$ cat src/rtl/surfturf_sched_pkg.sv
// Shared frame-format constants for the SURF command scheduler.
// Payload widths fall back to the current rackbus widths when the rackbus header is not present.
`ifndef RACKBUS_RUNCMD_BITS
`define RACKBUS_RUNCMD_BITS 2
`endif
`ifndef RACKBUS_TRIG_BITS
`define RACKBUS_TRIG_BITS 15
`endif

package surfturf_sched_pkg;
    localparam int FRAME_W       = 18;
    localparam int TYPE_LSB      = 16;
    localparam int MARK_FLAG_BIT = 10;
    localparam int MARK_LSB      = 8;

    typedef enum logic [1:0] {
        FT_IDLE   = 2'b00,
        FT_RUNCMD = 2'b01,
        FT_TRIG   = 2'b10,
        FT_FW     = 2'b11
    } frame_type_e;

    // Bit positions inside the one-hot grant vector.
    localparam int GNT_RUNCMD = 0;
    localparam int GNT_TRIG   = 1;
    localparam int GNT_FW     = 2;
endpackage

$ cat src/rtl/surfturf_sched_arb.sv
// Per-frame grant: runcmd > (starved fw) > trig > fw; one-hot, or all-zero for IDLE.
module surfturf_sched_arb
    import surfturf_sched_pkg::*;
(
    input  logic       runcmd_valid,
    input  logic       trig_valid,
    input  logic       fw_pending,
    input  logic       starved,
    output logic [2:0] grant
);
    always_comb begin
        grant = '0;
        if (runcmd_valid)
            grant[GNT_RUNCMD] = 1'b1;
        else if (starved && fw_pending)
            grant[GNT_FW] = 1'b1;
        else if (trig_valid)
            grant[GNT_TRIG] = 1'b1;
        else if (fw_pending)
            grant[GNT_FW] = 1'b1;
    end
endmodule

$ cat src/rtl/surfturf_cmd_scheduler.sv
// Multiplexes runcmd, trig and fwupdate streams onto fixed-length rackbus command frames.
// Handshake: a transfer happens on an edge where tvalid & tready are both high; tready rises only on decide cycles and only with its tvalid high.
module surfturf_cmd_scheduler
    import surfturf_sched_pkg::*;
#(
    parameter int FRAME_LEN     = 8,
    parameter int FW_STARVE_MAX = 4,
    parameter int RUNCMD_BITS   = `RACKBUS_RUNCMD_BITS,
    parameter int TRIG_BITS     = `RACKBUS_TRIG_BITS
) (
    input  logic                   sysclk_i,
    input  logic                   sysclk_rst_i,
    input  logic                   en_i,
    input  logic [RUNCMD_BITS-1:0] runcmd_tdata,
    input  logic                   runcmd_tvalid,
    output logic                   runcmd_tready,
    input  logic [TRIG_BITS-1:0]   trig_tdata,
    input  logic                   trig_tvalid,
    output logic                   trig_tready,
    input  logic [7:0]             fw_tdata,
    input  logic                   fw_tvalid,
    output logic                   fw_tready,
    input  logic [1:0]             fw_mark_i,
    output logic                   fw_marked_o,
    output logic [FRAME_W-1:0]     frame_o,
    output logic                   frame_start_o
);
    localparam int             CNT_W      = (FRAME_LEN > 2) ? $clog2(FRAME_LEN) : 1;
    localparam logic [CNT_W-1:0] CNT_LAST = CNT_W'(FRAME_LEN - 1);
    localparam logic [3:0]     STARVE_MAX = 4'(FW_STARVE_MAX);

    logic [CNT_W-1:0]   cnt;
    logic [3:0]         starve_cnt;
    logic               decide;
    logic               fw_pending;
    logic               starved;
    logic [2:0]         grant;
    logic [FRAME_W-1:0] frame_next;

    // Reset is folded in so no tready can leak out while the block is held in reset.
    assign decide     = en_i && !sysclk_rst_i && (cnt == CNT_LAST);
    assign fw_pending = fw_tvalid || (fw_mark_i != 2'b00);
    assign starved    = (starve_cnt == STARVE_MAX);

    surfturf_sched_arb u_arb (
        .runcmd_valid (runcmd_tvalid),
        .trig_valid   (trig_tvalid),
        .fw_pending   (fw_pending),
        .starved      (starved),
        .grant        (grant)
    );

    assign runcmd_tready = decide && grant[GNT_RUNCMD];
    assign trig_tready   = decide && grant[GNT_TRIG];
    assign fw_tready     = decide && grant[GNT_FW] && fw_tvalid;
    // Data bytes go first; a mark frame is only sent when no byte is waiting.
    assign fw_marked_o   = decide && grant[GNT_FW] && !fw_tvalid;

    always_comb begin
        frame_next = '0;
        if (grant[GNT_RUNCMD]) begin
            frame_next[TYPE_LSB +: 2]     = FT_RUNCMD;
            frame_next[RUNCMD_BITS-1:0]   = runcmd_tdata;
        end else if (grant[GNT_TRIG]) begin
            frame_next[TYPE_LSB +: 2]     = FT_TRIG;
            frame_next[TRIG_BITS-1:0]     = trig_tdata;
        end else if (grant[GNT_FW]) begin
            frame_next[TYPE_LSB +: 2]     = FT_FW;
            if (fw_tvalid) begin
                frame_next[7:0]           = fw_tdata;
            end else begin
                frame_next[MARK_FLAG_BIT] = 1'b1;
                frame_next[MARK_LSB +: 2] = fw_mark_i;
            end
        end
    end

    always_ff @(posedge sysclk_i or posedge sysclk_rst_i) begin
        if (sysclk_rst_i) begin
            cnt           <= CNT_LAST;
            starve_cnt    <= '0;
            frame_o       <= '0;
            frame_start_o <= 1'b0;
        end else if (!en_i) begin
            cnt           <= CNT_LAST;
            frame_o       <= '0;
            frame_start_o <= 1'b0;
        end else if (decide) begin
            cnt           <= '0;
            frame_o       <= frame_next;
            frame_start_o <= 1'b1;
            if (grant[GNT_FW] || !fw_pending)
                starve_cnt <= '0;
            else if (!starved)
                starve_cnt <= starve_cnt + 4'd1;
        end else begin
            cnt           <= cnt + CNT_W'(1);
            frame_start_o <= 1'b0;
        end
    end
endmodule

$ cat config.mk
export PLATFORM = sky130hd
export DESIGN_NAME = surfturf_cmd_scheduler
export DESIGN_NICKNAME = d
export VERILOG_FILES = /design/src/rtl/surfturf_sched_pkg.sv /design/src/rtl/surfturf_sched_arb.sv /design/src/rtl/surfturf_cmd_scheduler.sv
export SDC_FILE = /design/constraint.sdc
export NUM_CORES = 1
export LEC_CHECK = 0
export ABC_AREA = 1
export CORE_MARGIN = 8
export CORE_UTILIZATION = 61
export DETAILED_ROUTE_END_ITERATION = 7
export DONT_BUFFER_PORTS = 1
export HOLD_SLACK_MARGIN = 0.06
export PLACE_DENSITY = 0.77
export SYNTH_ARGS = -nofsm -noshare
export SYNTH_HDL_FRONTEND = slang
export SYNTH_HIERARCHICAL = 1
export SYNTH_SLANG_ARGS = --single-unit
$ cat constraint.sdc
create_clock -name sysclk_i -period 1.92 [get_ports sysclk_i]
set_input_delay 0.384 -clock sysclk_i [delete_from_list [all_inputs] [get_ports sysclk_i]]
set_output_delay 0.384 -clock sysclk_i [all_outputs]
set_load 0.01 [all_outputs]
==> flow_summary_export.csv, run 1 <==
group,metric,value,unit
outcome,status,"complete, but fails checks",
outcome,violations,"negative setup slack",
pwr,swShare,0.3430,
pwr,netSwitchingPower,0.0004990,W
drt,drt_wl_total,3589,um
cells_and_area,finalNetCount,241,
clocking,clk_path_buf_depth,2,
cells_and_area,num_antenna_cells,0,
clocking,insertion_delay,0.31,ns
pwr,p_leak,0.9064,nW
floorplan,rows,17,
clocking,htree_levels,1,
timing,finalClockSkew,0.001190,ns
grt,grt_pass1_wl,5913,um
timing,fmax,0.5061,GHz
timing,finalSetupTns,-0.07382,ns
synth,ys_seq_area_frac,0.4602,
synth,syn_inst,185,
drt,firstDrtPassIters,4,
floorplan,core_area,2170,um2
synth,ys_types,23,
pwr,p_int,0.0009557,W
critical_path,crit_fanout,5,
critical_path,worstSetupEndpointType,"output port",
timing,min_period_over_period,1.029,
drt,first_iter_violations,67,
clocking,cts_made_buffers,3,
critical_path,start_kind,"flip-flop",
grt,grtUsageTotal,0.1772,
clocking,cts_tree,"yes",
synth,postSynthAreaPerCell,7.392,um2
timing,slew_violations,0,
flow_run,cap_violations,0,
floorplan,ios,56,
grt,grt_pass1_vias,1319,
floorplan,dieArea,4013,um2
timing,rsz0062_at_grt,"true",
synth,syn_area,1368,um2
critical_path,crit_required,1.54,ns
floorplan,start_util,0.6303,
grt,grt_max_degree,26,
synth,synth-edff-count,0,
drt,num_vias,1284,
critical_path,crit_arrival,1.59,ns
synth,synth_fp_nets,222,
cells_and_area,fin_util,0.7682,
pwr,p_seq_frac,0.473,
place,hpwl,2544,um
timing,hold-worst-slack,0.1001,ns
pwr,clkPwrFrac,0.157,
pwr,share_comb_of_total_power,0.369,
timing,hold_violations,0,
pwr,ir_worst_vdd,0.0006928,V
clocking,clkTransAtPathRegs,0.13,ns
synth,ys_async_sr_fraction,1.000,
synth,ys_ff_latch,25,
synth,yosysWarningCount,6,
place,globalplace.congestion,0.8919,
drt,routedWlPerCell,15.54,um
critical_path,worst-setup-path-type,"reg -> out",
drt,post-route-drc-count,0,
timing,setup_violations,3,
grt,antenna_found_initial,0,
pwr,powerDensity,872.8,nW/um2
cells_and_area,area_delta_synth_final,21.87,%
cells_and_area,drive_gt1_frac,0.2611,
drt,ant_nets,0,
grt,grt-ovfl-total,0,
timing,setup_slack,-0.05575,ns
place,portBuffers,0,
synth,synth_flop_cell,"dfrtp_1",
clocking,root_buffer,"clkbuf_4",
clocking,clkSinkCount,25,
floorplan,die_width,63.35,um
min_path,hp-class,"in -> async",
drt,vias_per_cell,5.558,
floorplan,die_y,63.35,um
timing,layout_min_cycle_time,1.976,ns
## cells in the mapped netlist (3+ instances only)
cell type | count | area share
inv_1 | 14 | 0.038
dfrtp_1 | 22 | 0.40
nand3_1 | 10 | 0.037
ha_1 | 4 | 0.037
nor2_1 | 17 | 0.047
nand2_1 | 87 | 0.24
a21oi_1 | 4 | 0.015
dfstp_2 | 3 | 0.058
o21ai_0 | 3 | 0.011
nor2_4 | 3 | 0.025
buf_4 | 3 | 0.016
## path summary, 6_finish.rpt
path / start / to / slack, ns / cells past startpoint
max in group asynchronous: sysclk_rst_i / cnt[0] / 1.53 / 2
min reg2reg: frame_o[1] / frame_o[1] / 0.57 / 2
min: sysclk_rst_i / frame_o[16] / 0.10 / 2
max reg2reg: starve_cnt[0] / frame_o[3] / 0.04 / 13
max: starve_cnt[1] / trig_tready / -0.06 / 10
min in group sysclk_i: en_i / cnt[0] / 0.11 / 1
## power groups by stage
stage               combinational [W]  clock, W  sequential [W]
global route                 0.000588  0.000251        0.000696
global placement             0.000298         0        0.000674
detailed placement           0.000325         0        0.000678
floorplan                    0.000244         0        0.000669
CTS                          0.000466  0.000236        0.000684
finish                       0.000537  0.000229        0.000688
## cell type report
cell class,instances,area (um2)
timing repair buffer,19,150.1
inverter,16,62.56
multi-input combinational,139,763.2
clock buffer,4,26.28
fill,162,503.0
tap,28,35.03
sequential,25,629.4
## worst max-delay path, cell delays in order (launching register included)
cell     delay (ns)
dfrtp_1        0.41
inv_2          0.06
ha_4           0.17
nand2_4        0.07
nor2_4         0.05
nand2_2        0.06
inv_2          0.04
nor2_4         0.10
buf_6          0.12
inv_4          0.03
nor2_4         0.17
## state kept, by name, indices dropped and copies added (netlist names)
signal / flops
frame_o: 17
cnt: 3
frame_start_o: 1
starve_cnt: 4
## through the flow
step / setup WS, ns / instances / area, um2 / power, W
CTS: -0.07317 / 227 / 1604 / 0.001387
detailed placement: -0.06091 / 215 / 1416 / 0.001003
global placement: 0.07588 / 215 / 1416 / 0.0009728
global route: -0.1249 / 231 / 1667 / 0.001535
floorplan: 0.04075 / 185 / 1368 / 0.0009131
finish: -0.05575 / 231 / 1667 / 0.001455
## metal layers
metal  part of all wire  wire length, um  track usage  up-vias
li1                   -                -            -      599
met1               0.39             1396       0.1926      602
met2               0.48             1737       0.3054       67
met3              0.089              318      0.05654       16
met4              0.038              136      0.08078        0
met5                  0                0            0        -
## placed cells by master, fill, tap and decap left out, drive strengths merged
master	Yosys	routed
ha	4	4
o21ai	5	5
xor2	1	1
clkbuf	0	4
nand2	88	88
a21oi	4	4
or2	1	1
dfstp	3	3
buf	5	19
conb	1	1
nor2	21	21
nand3	11	11
nand4	2	2
inv	16	16
nor3	1	1
dfrtp	22	22
## kinds of logic (layout without fill, tap and decap cells)
family,after synthesis,after routing,synth area share
fa+ha+maj,4,4,0.03660
simple gates,124,124,0.3888
buf+inv,21,39,0.07227
xor+xnor,1,1,0.006406
other cells,1,1,0.002742
flops,25,25,0.4602
compound gates,9,9,0.03293
## what timing repair did
| action | CTS | global route |
|---|---|---|
| setup endpoints to repair | 13 | 14 |
| gates resized for setup | 26 | 11 |
| hold buffers | 0 | 0 |
| setup buffers | 8 | 4 |
| pin swaps | 12 | 18 |
(Power assumes the default switching activity.)
==> run 2: changes to the inputs <==
--- a/config.mk
+++ b/config.mk
@@ -7,11 +7,10 @@
 export LEC_CHECK = 0
 export ABC_AREA = 1
 export CORE_MARGIN = 8
-export CORE_UTILIZATION = 61
+export CORE_UTILIZATION = 42
 export DETAILED_ROUTE_END_ITERATION = 7
-export DONT_BUFFER_PORTS = 1
 export HOLD_SLACK_MARGIN = 0.06
-export PLACE_DENSITY = 0.77
+export PLACE_DENSITY = 0.79
 export SYNTH_ARGS = -nofsm -noshare
 export SYNTH_HDL_FRONTEND = slang
 export SYNTH_HIERARCHICAL = 1
==> run 2 against run 1 <==
Against the previous run:
- the run still ends with negative setup slack left
- power is 14% higher
- sequential power decreased by 2%
- clock-buffer cell count is 1 lower
- first-iteration DRC count rose by 57%
- routed wire length rose by 20%
- highest routed layer unchanged
- combinational power up 35%
- global-route usage decreased by 2.0 points
==> flow_summary_export.csv, run 2 (synthesis gave the netlist of run 1 again) <==
group,metric,value,unit
pwr,p_seq_frac,0.407,
floorplan,rows,20,
place,globalplace.congestion,0.8356,
outcome,violations,"negative setup slack",
grt,grt_max_degree,26,
cells_and_area,layoutNonFillerInstCount,314,
cells_and_area,final_common_cell,"nand2_1",
timing,finalSetupTns,-0.4249,ns
timing,hold-worst-slack,0.4236,ns
timing,min_period_over_period,1.066,
grt,grtUsageTotal,0.1568,
cells_and_area,reg_top3,"frame_o x17, starve_cnt x4, cnt x3",
drt,first_iter_violations,105,
timing,setup_violations,4,
floorplan,dieArea,5338,um2
clocking,htree_levels,1,
min_path,hp-class,"in -> reg",
pwr,total_power,0.001652,W
pwr,p_int,0.001095,W
flow_run,cap_violations,0,
drt,vias_per_cell,4.774,
drt,firstDrtPassIters,4,
clocking,clkSinkCount,25,
drt,ant_nets,0,
critical_path,crit_arrival,1.66,ns
drt,num_vias,1499,
critical_path,crit_fanout,2,
clocking,insertion_delay,0.33,ns
timing,setup_slack,-0.1271,ns
pwr,netSwitchingPower,0.0005578,W
pwr,p_leak,1.189,nW
place,portBuffers,54,
place,hpwl,2909,um
timing,fmax,0.4885,GHz
timing,slew_violations,0,
floorplan,start_util,0.4443,
floorplan,die_y,73.06,um
cells_and_area,area_delta_synth_final,67.70,%
critical_path,worst-setup-path-type,"reg -> out",
cells_and_area,finalNetCount,308,
cells_and_area,largest_reg_flops,17,
grt,grt_pass1_wl,6679,um
clocking,cts_made_buffers,3,
cells_and_area,drive_gt1_frac,0.2444,
timing,rsz0062_at_grt,"true",
pwr,powerDensity,720.4,nW/um2
outcome,status,"complete, but fails checks",
cells_and_area,num_antenna_cells,0,
clocking,root_buffer,"clkbuf_4",
pwr,clkPwrFrac,0.153,
pwr,ir_worst_vdd,0.0006269,V
floorplan,ios,56,
place,pre_cts_ws,-0.4659,ns
grt,grt-ovfl-total,0,
clocking,cts_tree,"yes",
pwr,swShare,0.3376,
timing,hold_violations,0,
grt,grt_pass1_vias,1459,
timing,layout_min_cycle_time,2.047,ns
drt,routedWlPerCell,13.66,um
critical_path,crit_required,1.54,ns
place,place_inst,296,
clocking,clkTransAtPathRegs,0.15,ns
drt,drt_wl_total,4289,um
critical_path,worstSetupEndpointType,"output port",
clocking,clk_path_buf_depth,2,
cells_and_area,final_cell_mix,"85 x nand2_1, 48 x clkdlybuf4s50_1, 30 x buf_4, 22 x dfrtp_1, 12 x nor2_1",
drt,post-route-drc-count,0,
floorplan,core_area,3078,um2
pwr,share_comb_of_total_power,0.440,
cells_and_area,max_flop_register,"frame_o",
grt,antenna_found_initial,0,
timing,finalClockSkew,0.006109,ns
floorplan,die_width,73.06,um
critical_path,start_kind,"flip-flop",
run 2: worst paths after layout:
| check | cells past startpoint | slack, ns | end | start |
|---|---|---|---|---|
| max | 7 | -0.13 | fw_tready | cnt[0] |
| max in group asynchronous | 3 | 1.01 | cnt[2] | sysclk_rst_i |
| min in group asynchronous | 3 | 0.61 | frame_o[14] | sysclk_rst_i |
| min reg2reg | 2 | 0.49 | frame_o[10] | frame_o[10] |
| min | 5 | 0.42 | frame_o[8] | fw_mark_i[0] |
| max reg2reg | 14 | 0.02 | starve_cnt[3] | starve_cnt[0] |
run 2: repair_timing:
item | 4_1_cts | 5_1_grt
hold buffers | 0 | 0
pin swaps | 12 | 13
setup endpoints to repair | 4 | 18
endpoints found under the hold margin | 0 | 0
gates resized for setup | 27 | 13
buffers inserted | 8 | 8
run 2: final cells by class:
cell class / count / area [um2]
Clock inverter: 1 / 7.507
Tap cell: 44 / 55.05
Multi-Input combinational cell: 139 / 721.9
Sequential cell: 25 / 629.4
Timing Repair Buffer: 86 / 797.0
Fill cell: 238 / 784.5
Inverter: 16 / 60.06
Clock buffer: 3 / 22.52
run 2: critical path: stages (launching register included):
cell     delay (ns)
dfstp_2        0.58
ha_4           0.14
ha_4           0.14
nand2_4        0.05
nor2_4         0.12
nand2_2        0.07
nor2_1         0.10
buf_2          0.13
run 2: per-stage QoR:
| stage | utilization | instance area [um2] |
|---|---|---|
| after floorplan | - | 1368 |
| after CTS | 0.7146 | 2200 |
| after detailed placement | 0.6772 | 2085 |
| after global routing | 0.7451 | 2293 |
| final | 0.7451 | 2293 |
| after global placement | 0.6772 | 2085 |
run 2: power by group through the flow:
stage	Sequential, W	Combinational (W)	Clock, W
2_1_floorplan	0.000669	0.000244	0
3_3_place_gp	0.000655	0.000485	0
4_1_cts	0.000664	0.000593	0.000260
5_1_grt	0.000679	0.000786	0.000281
3_5_place_dp	0.000658	0.000498	0
6_report	0.000673	0.000727	0.000252
run 2: routing by layer:
metal	wire (um)	track usage	vias up
li1	-	-	736
met1	1844	0.1799	691
met2	2050	0.2592	62
met3	299	0.04121	10
met4	95	0.08222	0
met5	0	0	-
==> patch, RTL diff (settings of run 2) <==
Change the parameter `FRAME_LEN` from 8 to 16.
--- a/src/rtl/surfturf_cmd_scheduler.sv
+++ b/src/rtl/surfturf_cmd_scheduler.sv
@@ -3,7 +3,7 @@
 module surfturf_cmd_scheduler
     import surfturf_sched_pkg::*;
 #(
-    parameter int FRAME_LEN     = 8,
+    parameter int FRAME_LEN     = 16,
     parameter int FW_STARVE_MAX = 4,
     parameter int RUNCMD_BITS   = `RACKBUS_RUNCMD_BITS,
     parameter int TRIG_BITS     = `RACKBUS_TRIG_BITS
Check against the original RTL: not equivalent (Yosys sat finds a counterexample within 10 cycles, from zero or initial values and one cycle with sysclk_rst_i high).
==> patch against run 2 <==
- the run still ends with setup timing left
- core utilization shrank 1.3 points
- final area is 4.9% higher
- non-clock buffer count increased by 7
- worst hold slack improved by 0.018 ns
- critical path depth grew 2
- power up 8.6%
- worst setup slack lost 0.015 ns
- sequential cell count grew 1
- synthesized area up 3.1%
- routed wire length up 0.91%
- count of clock-buffer cells in the layout grew 1
- cell count up 4.8%
- maximum frequency down 0.70%
- largest cell class unchanged
==> patch: results (changes against run 2) <==
| Metric | Value |
|---|---|
| Outcome | `finished, violations left` |
| Failing checks | `setup timing` |
| Layout cells sized above 1 | `0.283 (+0.0382)` |
| Vias in the first global route | `1,548 (+6.1%)` |
| Post-route setup TNS | `-0.380 ns (+0.0452 ns)` |
| YS warnings | `6 (unchanged)` |
| Final worst clock skew | `0.0135 ns (+0.00737 ns)` |
| Placed cell count | `316 (+6.8%)` |
| Pre-CTS setup slack | `-0.485 ns (-0.0186 ns)` |
| TritonCTS Buffers | `3 (unchanged)` |
| Leakage | `1.24 nW (+4.7%)` |
| Commonest cells post-synth | `nand2_1, dfrtp_1, nand3_1` |
| Net switching fraction of the power | `0.340 (+0.00210)` |
| Storage cell area | `656 sq um (+4.2%)` |
| CP delay by family, top | `buffers and inverters` |
| GR Util met1 | `0.188 (+0.00833)` |
| Vias/cell | `4.62 (-3.2%)` |
| DPL Wire Length | `3130 microns (+7.6%)` |
| First-pass GRT wire length | `6870 microns (+2.8%)` |
| Slowest CP cell | `clkdlybuf4s50_1` |
| M3 GR Usage | `0.0310 (-0.0102)` |
| Min-delay worst type | `in2reg` |
| RR Endpoint | `frame_o[10]` |
| Cells after Synth | `193 (+4.3%)` |
| Global-route met2 utilization | `0.278 (+0.0191)` |
| Number of DRC markers in iteration 0 | `62 (-41%)` |
| Fillers | `248 (+4.2%)` |
| Final worst setup slack | `-0.142 ns (-0.0145 ns)` |
| Overall Global Routing Usage | `0.158 (+0.00137)` |
| CP max FO | `3 (+1)` |
| # setup viols final | `5 (+1)` |
| CP Data Arrival Time | `1.68 ns (+0.02 ns)` |
| CTS root buf | `clkbuf_4` |
| Largest net degree at the start of global routing | `27 (+3.8%)` |
| VDD IR max | `0.555 mV (-12%)` |
| RePlAce Congestion | `0.794 (-4.9%)` |
| Largest regs | `frame_o x17, cnt x4, starve_cnt x4` |
| Register area share after synthesis | `0.465 (+0.00475)` |
| Mapped Nets | `229 (+3.2%)` |
| Wire length per cell | `13.2 microns (-3.7%)` |
| Hold path startpoint | `fw_mark_i[0]` |
| Inserted Diodes | `0 (unchanged)` |
| Synth area leaders | `dfrtp_1, nand2_1, dfstp_2` |
| Yosys cell types | `22 (-4.3%)` |
| Final cell count without fillers | `329 (+4.8%)` |
==> patch: how the worst max path moves through the flow <==
| stage | startpoint | endpoint | slack, ns |
|---|---|---|---|
| final | fw_tvalid | fw_marked_o | -0.14 |
| after global routing | fw_tvalid | fw_marked_o | -0.20 |
| after CTS | cnt[1] | fw_tready | -0.10 |
| after detailed placement | fw_mark_i[1] | trig_tready | -0.48 |
| after global placement | fw_mark_i[1] | trig_tready | -0.46 |
| after floorplan | sysclk_rst_i | fw_marked_o | 0.14 |
==> patch: tightest hold or removal path: stages <==
cell,delay (ns)
dlymetal6s2s_1,0.12
nand3_1,0.08
nand2_1,0.06
nand2_1,0.04
nand2_1,0.05
==> patch: cells by family (layout without fill, tap and decap cells) <==
logic type / count (synthesis) / in the layout / share of synthesized area
buffers and inverters: 23 / 113 / 0.0772
adder cells (fa/ha/maj): 3 / 3 / 0.0266
flip-flops: 26 / 26 / 0.465
other: 1 / 1 / 0.00266
XOR/XNOR: 2 / 2 / 0.0124
AO/OA/AOI/OAI: 8 / 8 / 0.0311
AND/OR/NAND/NOR: 130 / 130 / 0.385
==> patch: repair_timing <==
action	in CTS	in global routing
cloned	0	0
gates resized for setup	24	27
endpoints found under the setup margin	4	18
pin swaps	5	13
buffers inserted	5	4
==> patch: routing by layer <==
metal  wire [microns]  vias to the layer above
met5                0                        -
met4               61                        0
met3              246                        6
met2             2180                       41
met1             1840                      703
li1                 -                      771
==> patch: power by group through the flow <==
stage                     Clock (mW)  Sequential, mW  Combinational, mW
after floorplan                    0           0.733              0.294
after global placement             0           0.697              0.665
after detailed placement           0           0.701              0.684
after CTS                      0.252           0.703              0.722
after global routing           0.283           0.727              0.935
final                          0.241           0.717              0.836
==> patch: cell type report <==
type	instances	share of cell area
Timing Repair Buffer	93	0.358
Multi-Input combinational cell	144	0.308
Sequential cell	26	0.273
Inverter	16	0.0265
Tap cell	46	0.0239
Clock buffer	4	0.0109
